<file path="config.mk">
export PLATFORM = sky130hd
export DESIGN_NAME = mem_burst_fetcher
export DESIGN_NICKNAME = d
export VERILOG_FILES = /design/src/rtl/mem_burst_fetcher_pkg.sv /design/src/rtl/mem_burst_fetcher_sync_fifo.sv /design/src/rtl/mem_burst_fetcher.sv
export SDC_FILE = /design/constraint.sdc
export NUM_CORES = 1
export LEC_CHECK = 0
export ABC_CLOCK_PERIOD_IN_PS = 5770
export BUFFER_PORTS_ARGS = -buffer_cell sky130_fd_sc_hd__buf_4
export CAP_MARGIN = 0
export CORE_MARGIN = 2
export CORE_UTILIZATION = 51
export DETAILED_ROUTE_END_ITERATION = 8
export HOLD_SLACK_MARGIN = 0.06
export PLACE_DENSITY = 0.74
export SLEW_MARGIN = 20
export SYNTH_ARGS = -nofsm -noshare
export SYNTH_HDL_FRONTEND = slang
export SYNTH_SLANG_ARGS = --single-unit
</file>
<file path="constraint.sdc">
create_clock -name clk -period 5.77 [get_ports clk]
set_input_delay 1.154 -clock clk [delete_from_list [all_inputs] [get_ports clk]]
set_output_delay 1.154 -clock clk [all_outputs]
set_load 0.02 [all_outputs]
</file>
<file path="src/rtl/mem_burst_fetcher_pkg.sv">
// Shared constants and FSM encoding for the cache miss-path burst fetcher.
// Interface widths here are shared with the miss handler.
package mem_burst_fetcher_pkg;

  localparam int unsigned MemAddrWidth  = 16;
  localparam int unsigned MemDataWidth  = 32;
  localparam int unsigned MemOffsetBits = 4;

  typedef enum logic [1:0] {
    StIdle = 2'd0,
    StReq  = 2'd1,
    StRecv = 2'd2
  } fetch_state_e;

endpackage

</file>
<file path="src/rtl/mem_burst_fetcher_sync_fifo.sv">
// Generic synchronous FIFO with registered storage, combinational head read,
// full/empty flags and a synchronous flush. Depth must be a power of two.
module mem_burst_fetcher_sync_fifo #(
  parameter int unsigned Width = 32,
  parameter int unsigned Depth = 4
) (
  input  logic             clk_i,
  input  logic             rst_i,
  input  logic             flush_i,
  input  logic             push_i,
  input  logic [Width-1:0] wdata_i,
  input  logic             pop_i,
  output logic [Width-1:0] rdata_o,
  output logic             full_o,
  output logic             empty_o
);

  localparam int unsigned PtrW = (Depth > 1) ? $clog2(Depth) : 1;
  localparam logic [PtrW:0] FullCnt = (PtrW + 1)'(Depth);

  logic [Width-1:0] mem_q [Depth];
  logic [PtrW-1:0]  wr_ptr_q, wr_ptr_d;
  logic [PtrW-1:0]  rd_ptr_q, rd_ptr_d;
  logic [PtrW:0]    cnt_q, cnt_d;
  logic             do_push, do_pop;

  assign full_o  = (cnt_q == FullCnt);
  assign empty_o = (cnt_q == '0);
  assign do_push = push_i & ~full_o;
  assign do_pop  = pop_i & ~empty_o;
  assign rdata_o = mem_q[rd_ptr_q];

  always_comb begin
    wr_ptr_d = wr_ptr_q;
    rd_ptr_d = rd_ptr_q;
    cnt_d    = cnt_q;
    if (flush_i) begin
      wr_ptr_d = '0;
      rd_ptr_d = '0;
      cnt_d    = '0;
    end else begin
      if (do_push) wr_ptr_d = wr_ptr_q + 1'b1;
      if (do_pop)  rd_ptr_d = rd_ptr_q + 1'b1;
      unique case ({do_push, do_pop})
        2'b10:   cnt_d = cnt_q + 1'b1;
        2'b01:   cnt_d = cnt_q - 1'b1;
        default: cnt_d = cnt_q;
      endcase
    end
  end

  always_ff @(posedge clk_i or posedge rst_i) begin
    if (rst_i) begin
      wr_ptr_q <= '0;
      rd_ptr_q <= '0;
      cnt_q    <= '0;
    end else begin
      wr_ptr_q <= wr_ptr_d;
      rd_ptr_q <= rd_ptr_d;
      cnt_q    <= cnt_d;
    end
  end

  // Storage is not reset; occupancy tracking alone decides validity.
  always_ff @(posedge clk_i) begin
    if (do_push & ~flush_i) mem_q[wr_ptr_q] <= wdata_i;
  end

endmodule

</file>
<file path="src/rtl/mem_burst_fetcher.sv">
// Cache miss-path burst fetcher: one block request -> one memory burst -> buffered beat stream.
// Optional watchdog abort enabled by defining MEM_FETCH_TIMEOUT_EN.
module mem_burst_fetcher
  import mem_burst_fetcher_pkg::*;
#(
  parameter int unsigned ADDR_WIDTH     = MemAddrWidth,
  parameter int unsigned DATA_WIDTH     = MemDataWidth,
  parameter int unsigned OFFSET_BITS    = MemOffsetBits,
  parameter int unsigned FIFO_DEPTH     = 4,
  parameter int unsigned TIMEOUT_CYCLES = 255
) (
  input  logic                   clk,
  input  logic                   arst,
  input  logic [ADDR_WIDTH-1:0]  i_req_addr,
  input  logic                   i_req_valid,
  output logic                   o_req_ready,
  output logic [ADDR_WIDTH-1:0]  o_mem_addr,
  output logic                   o_mem_req_valid,
  input  logic                   i_mem_req_ack,
  input  logic [DATA_WIDTH-1:0]  i_mem_data,
  input  logic                   i_mem_data_valid,
  output logic                   o_mem_data_ready,
  output logic [DATA_WIDTH-1:0]  o_data,
  output logic                   o_data_valid,
  output logic [OFFSET_BITS-1:0] o_beat_idx,
  output logic                   o_last,
  input  logic                   i_halt,
  output logic                   o_busy,
  output logic                   o_error
);

  localparam logic [OFFSET_BITS-1:0] LastIdx = {OFFSET_BITS{1'b1}};
  localparam logic [OFFSET_BITS:0]   FullCnt = {1'b1, {OFFSET_BITS{1'b0}}};

  fetch_state_e             state_q, state_d;
  logic [ADDR_WIDTH-1:0]    base_q, base_d;
  logic [OFFSET_BITS:0]     rx_cnt_q, rx_cnt_d;
  logic [OFFSET_BITS-1:0]   idx_q, idx_d;

  logic fifo_full, fifo_empty;
  logic push, pop, accept, last_pop;
  logic timeout, flush;

  logic unused_addr_offset;
  assign unused_addr_offset = ^i_req_addr[OFFSET_BITS-1:0];

  assign o_req_ready      = (state_q == StIdle);
  assign o_busy           = (state_q != StIdle);
  assign o_mem_req_valid  = (state_q == StReq);
  assign o_mem_addr       = base_q;
  assign accept           = o_req_ready & i_req_valid;

  // Ready comes from pre-pop fullness, so a full FIFO never takes a beat even while popping.
  assign o_mem_data_ready = (state_q == StRecv) & ~fifo_full & (rx_cnt_q != FullCnt);
  assign push             = i_mem_data_valid & o_mem_data_ready;

  assign o_data_valid     = ~fifo_empty;
  assign pop              = o_data_valid & ~i_halt;
  assign o_beat_idx       = idx_q;
  assign o_last           = o_data_valid & (idx_q == LastIdx);
  assign last_pop         = pop & o_last & (rx_cnt_q == FullCnt);

  always_comb begin
    state_d  = state_q;
    base_d   = base_q;
    rx_cnt_d = rx_cnt_q;
    idx_d    = idx_q;
    if (push) rx_cnt_d = rx_cnt_q + 1'b1;
    if (pop)  idx_d    = idx_q + 1'b1;
    unique case (state_q)
      StIdle: begin
        if (i_req_valid) begin
          state_d  = StReq;
          base_d   = {i_req_addr[ADDR_WIDTH-1:OFFSET_BITS], {OFFSET_BITS{1'b0}}};
          rx_cnt_d = '0;
          idx_d    = '0;
        end
      end
      StReq: begin
        if (i_mem_req_ack) state_d = StRecv;
      end
      StRecv: begin
        if (last_pop) state_d = StIdle;
      end
      default: state_d = StIdle;
    endcase
    if (timeout) begin
      state_d  = StIdle;
      rx_cnt_d = '0;
      idx_d    = '0;
    end
  end

  always_ff @(posedge clk or posedge arst) begin
    if (arst) begin
      state_q  <= StIdle;
      base_q   <= '0;
      rx_cnt_q <= '0;
      idx_q    <= '0;
    end else begin
      state_q  <= state_d;
      base_q   <= base_d;
      rx_cnt_q <= rx_cnt_d;
      idx_q    <= idx_d;
    end
  end

`ifdef MEM_FETCH_TIMEOUT_EN
  localparam int unsigned WdW = $clog2(TIMEOUT_CYCLES + 1);
  localparam logic [WdW-1:0] WdLimit = WdW'(TIMEOUT_CYCLES - 1);

  logic [WdW-1:0] wd_q, wd_d;
  logic           err_q, err_d;
  logic           activity;

  // Any handshake on either side counts as forward progress.
  assign activity = (o_mem_req_valid & i_mem_req_ack) | push | pop;
  assign timeout  = o_busy & ~activity & (wd_q == WdLimit);
  assign flush    = timeout;
  assign o_error  = err_q;

  always_comb begin
    wd_d  = '0;
    err_d = err_q;
    if (o_busy & ~activity & ~timeout) wd_d = wd_q + 1'b1;
    if (timeout)     err_d = 1'b1;
    else if (accept) err_d = 1'b0;
  end

  always_ff @(posedge clk or posedge arst) begin
    if (arst) begin
      wd_q  <= '0;
      err_q <= 1'b0;
    end else begin
      wd_q  <= wd_d;
      err_q <= err_d;
    end
  end
`else
  logic unused_timeout_cfg;
  logic unused_accept;
  assign unused_timeout_cfg = ^TIMEOUT_CYCLES;
  assign unused_accept      = accept;
  assign timeout            = 1'b0;
  assign flush              = 1'b0;
  assign o_error            = 1'b0;
`endif

  mem_burst_fetcher_sync_fifo #(
    .Width (DATA_WIDTH),
    .Depth (FIFO_DEPTH)
  ) u_fifo (
    .clk_i   (clk),
    .rst_i   (arst),
    .flush_i (flush),
    .push_i  (push),
    .wdata_i (i_mem_data),
    .pop_i   (pop),
    .rdata_o (o_data),
    .full_o  (fifo_full),
    .empty_o (fifo_empty)
  );

endmodule
</file>
======== Yosys cells after proc, flatten, opt, wreduce, memory -nomap -nowiden ========
Memory sizes are Yosys's and may differ from the RTL's.
Cells that the tools add are included.
word-level totals
  memory bits (writable) .................. 128
  output and inout bits ................... 59
  bits in registers ....................... 30
  input bits .............................. 54
  memories ................................ 1
cells by class
  add/sub/neg operators ................... 6
  muxes and demuxes ....................... 13
  bitwise operators ....................... 12
  equal/unequal tests ..................... 11
  reduce and logical (&&, ||, !) cells .... 6
memory list
  memory        depth  width  read ports  clocked after Yosys merged registers in  write ports  line                               RTL
  u_fifo.mem_q  4      32     1           0                                        1            mem_burst_fetcher_sync_fifo.sv:21  logic [Width-1:0] mem_q [Depth];
operators with widths
  kind                   number
  $mux W5                3
  $mux W4                3
  $and A1 B1 Y1          9
  $mux W2                3
  $pmux W2 S3            1
  $pmux W3 S2            1
  $add A5 B1 Y5 const B  1
  $eq A5 B5 Y1 const B   1
  $ne A5 B5 Y1 const B   1
  $add A2 B1 Y2 const B  2
  $add A4 B1 Y4 const B  1
  $eq A2 B1 Y1 const B   2
  $eq A2 B2 Y1 const B   2
  $eq A4 B4 Y1 const B   1
  $ne A2 B2 Y1 const B   2
  $reduce_bool A2 Y1     2
  $add A3 B1 Y3 const B  1
  $eq A3 B3 Y1 const B   1
  $logic_not A3 Y1       1
  $not A1 Y1             3
  $reduce_and A3 Y1      1
  $sub A3 B1 Y3 const B  1
  $logic_not A2 Y1       1
  $mux W1                2
  2 further kinds        2

======== Logic depth before layout (Yosys ltp) ========
  depth in word-level cells ............... 8
  mapped depth ............................ 10

======== Cells and area by module ========
Synthesis repeated with hierarchy kept, for this count alone.
unflattened totals
  cell total of the unflattened synthesis .. 360
  area, all modules ....................... 6,377.4 um^2
by module, submodules not included
  module                       times used  cells an instance  area an instance (um^2)
  mem_burst_fetcher_sync_fifo  1           233                5,241.3
  mem_burst_fetcher            1           127                1,136.1

======== Worst setup path after synthesis ========
No wires, ideal clock.
  path type ............................... in2reg
  start point ............................. input port i_mem_data_valid
  end point ............................... memory u_fifo.mem_q[0][0] (enable)
  stages .................................. 3
  arrival time ............................ 2,884 ps
  path buffers ............................ 0
  data required time ...................... 5,349 ps
  slack ................................... 2,465 ps
  cell sequence ........................... and3b_1 nand3_4 nor2_1
on the way
  word-level cells in the longest chain between the ends .. 4
ends and longest elaborated chain
  element                        line                               RTL
  start: declaration             mem_burst_fetcher.sv:21            input logic i_mem_data_valid,
  $and A1 B1 Y1                  mem_burst_fetcher.sv:55            assign push = i_mem_data_valid & o_mem_data_ready;
  $and A1 B1 Y1                  mem_burst_fetcher_sync_fifo.sv:29  assign do_push = push_i & ~full_o;
  $mux W1                        mem_burst_fetcher_sync_fifo.sv:66  if (do_push & ~flush_i) mem_q[wr_ptr_q] <= wdata_i;
  $mux W1 (not written as such)  mem_burst_fetcher_sync_fifo.sv:66
  end: declaration               mem_burst_fetcher_sync_fifo.sv:21
No other way between the ends.

======== Worst setup path in the final report ========
  start point ............................. register u_fifo.rd_ptr_q[0]
  end point ............................... output port o_data[9]
on the way
  word-level cells in the longest chain between the ends .. 1
ends and longest elaborated chain
  element                   line                               RTL
  start: declaration        mem_burst_fetcher_sync_fifo.sv:23  logic [PtrW-1:0] rd_ptr_q, rd_ptr_d;
  start signal: assignment  mem_burst_fetcher_sync_fifo.sv:59  rd_ptr_q <= rd_ptr_d;
  $mem_v2 Z4 W32            --
  end: declaration          mem_burst_fetcher.sv:23            output logic [DATA_WIDTH-1:0] o_data,
No other way between the ends.

==> impl_metrics.env <==
export IMPL_status="complete, no violations"
export IMPL_initial_core_util_pct=51.8
export IMPL_initialDrtViolationCount=272
export IMPL_drive_above_1_share_pct=40.2
export IMPL_final_cell_mix="edfxtp_1 (128), buf_4 (105), nand2_1 (41)"
export IMPL_rsz0062_at_grt="false"
export IMPL_fin_crit_sh_pct=60.4
export IMPL_dieArea_um2=13000
export IMPL_gp_congestion=0.713
export IMPL_synth_edf_count=128
export IMPL_p_leak_nw=2.96
export IMPL_multiInputGateArea_um2=1460
export IMPL_vias=3148
export IMPL_top_level_ports=113
export IMPL_path_clk_slew_ns=0.06
export IMPL_maxCapViolCount=0
export IMPL_first_pass_iters=5
export IMPL_synth_top_area_cell="edfxtp_1"
export IMPL_crit_arrival_ns=2.33
export IMPL_dp_hpwl_mm=6.63
export IMPL_synth_ff_type="edfxtp_1"
export IMPL_antenna_found_initial=0
export IMPL_area_growth_pct=24.2
export IMPL_h_tree_depth=4
export IMPL_dieWidth_um=114
export IMPL_row_count=40
export IMPL_setup_viol_count_final=0
export IMPL_cp_end_kind="output port"
export IMPL_synth_area_per_cell_um2=18.8
export IMPL_netlist_area_um2=6180
export IMPL_synth_top_area_share_pct=62.2
export IMPL_track_usage_pct=17.5
export IMPL_post_drt_wl_per_cell_um=17.5
export IMPL_tightest_slew_ns=1.03
export IMPL_ir_worst_vdd_mv=0.299
export IMPL_r2r_cells=8
export IMPL_timing_hold_ws_ns=0.479
export IMPL_grt_ovfl_total=0
export IMPL_p_per_area_nw_per_um2=496
export IMPL_synth_warnings=0
export IMPL_min_path_type="flip-flop to flip-flop"
export IMPL_fillerInstances=858
export IMPL_fin_crit_ns=3.49
export IMPL_antenna_cells=0
export IMPL_yosysSeqAreaShare_pct=74.4
export IMPL_numClockSinks=158
export IMPL_yosysUniqueCellTypes=37
export IMPL_port_buffers=103
export IMPL_r2r_slack_ns=3.46
export IMPL_vias_per_cell=5.25
export IMPL_synth_area_leaders="edfxtp_1 (62%), dfrtp_1 (12%), mux4_2 (12%)"
export IMPL_crit_type="flip-flop to output port"
export IMPL_path_max_fanout=20
export IMPL_ant_nets=0
export IMPL_nets=503
export IMPL_hold_viol_final=0
export IMPL_grt_first_pass_wirelength_mm=16.7
export IMPL_seqCellArea_um2=4600
export IMPL_skew_ns=0.00609
export IMPL_final_common_cell="edfxtp_1"
export IMPL_grt_pass1_vias=3255
export IMPL_cts_setup_buffers=0
export IMPL_clk_latency_ns=0.41
export IMPL_ys_seq_elements=158
export IMPL_cts_tree="yes"
export IMPL_grt_max_degree=33
export IMPL_finalMaxSlewViolations=0
export IMPL_min_path_cells=2
export IMPL_async_flop_share_pct=19.0
export IMPL_synthCells=328
export IMPL_critPathRequiredTime_ns=4.62
export IMPL_max_slew_margin_pct=31.1
export IMPL_fp_dieH_um=114
export IMPL_fin_tns_setup_ns=0
export IMPL_coreArea_um2=11900
export IMPL_drc=0
export IMPL_clockBufferDepth=2
export IMPL_max_freq_mhz=287
export IMPL_cts_made_buffers=17
export IMPL_critPathLaunchType="flip-flop"
export IMPL_ctsResizeCount=0
export IMPL_cts_hold_buf=0
export IMPL_cts_root_buf="clkbuf_16"
export IMPL_wirelength_mm=10.5
-- power by group --
| group | internal (mW) | switching [mW] | total (mW) |
|---|---|---|---|
| sequential | 1.40 | 0.138 | 1.54 |
| clock | 0.629 | 0.404 | 1.03 |
| combinational | 0.586 | 0.649 | 1.23 |
| total | 2.61 | 1.19 | 3.80 |
-- routing by layer --
metal / up-vias / wire length, um / GRT usage [%]
met5: - / 0 / 0
met3: 13 / 719 / 6.54
met2: 99 / 5070 / 27.4
li1: 1471 / - / -
met4: 0 / 191 / 6.75
met1: 1565 / 4520 / 22.6
-- flip-flops by register name, indices dropped and copies added, names as in the netlist --
| name | count |
|---|---|
| u_fifo.mem_q | 128 |
| o_beat_idx | 4 |
| u_fifo.wr_ptr_q | 2 |
| u_fifo.rd_ptr_q | 2 |
| u_fifo.cnt_q | 3 |
| rx_cnt_q | 5 |
| state_q | 2 |
| o_mem_addr | 12 |
-- per-stage QoR --
stage | std cells | utilization (%) | power (mW) | instance area, um2 | setup WS [ns]
floorplan | 332 | - | 2.35 | 6190 | 2.46
global placement | 567 | 59.5 | 2.79 | 7090 | 2.65
detailed placement | 567 | 59.5 | 2.82 | 7090 | 2.62
CTS | 599 | 64.2 | 3.86 | 7640 | 2.17
global route | 600 | 64.4 | 4.00 | 7670 | 2.09
finish | 600 | 64.4 | 3.80 | 7670 | 2.28
-- critical path, cell delays in order, from the launching register on --
cell,delay (ns)
dfrtp_2,0.68
buf_4,0.46
mux4_2,0.59
buf_4,0.18
-- worst paths after layout --
kind	from	to
min in group asynchronous	arst	o_mem_addr[8]
max in group asynchronous	arst	u_fifo.rd_ptr_q[0]
min reg2reg	o_mem_addr[9]	o_mem_addr[9]
max reg2reg	u_fifo.cnt_q[0]	u_fifo.cnt_q[2]
min	o_mem_addr[9]	o_mem_addr[9]
max	u_fifo.rd_ptr_q[0]	o_data[9]
-- cells by family (layout without fill, tap and decap cells) --
| kind of cell | count (synthesis) | after routing | share of synthesized area, % |
|---|---|---|---|
| flops | 158 | 158 | 74.4 |
| simple gates | 73 | 73 | 6.30 |
| mux | 40 | 40 | 13.0 |
| buf+inv | 33 | 154 | 2.69 |
| fa+ha+maj | 9 | 9 | 1.94 |
| compound gates | 8 | 8 | 0.750 |
| xor+xnor | 6 | 6 | 0.851 |
| other cells | 1 | 5 | 0.0607 |
-- synthesized netlist by cell type (2+ instances only) --
master / instances
a21oi_1: 3
nand2_1: 41
buf_2: 7
nor2_1: 8
nand3_1: 5
mux2_2: 2
mux2i_1: 6
or4_1: 2
xor2_1: 3
nand2b_1: 2
clkbuf_1: 2
xnor2_1: 3
buf_4: 7
ha_1: 8
nand4_1: 3
inv_1: 16
mux4_2: 32
o21ai_0: 3
dfrtp_1: 30
edfxtp_1: 128
-- area by class of cell --
cell class | instances | share of cell area [%]
Sequential cell | 158 | 59.9
Multi-Input combinational cell | 141 | 19.0
Timing Repair Buffer | 106 | 10.6
Clock buffer | 19 | 5.64
Tap cell | 147 | 2.40
Clock inverter | 13 | 1.61
Inverter | 16 | 0.783
Note: power is estimated with default switching activity, not from simulation.
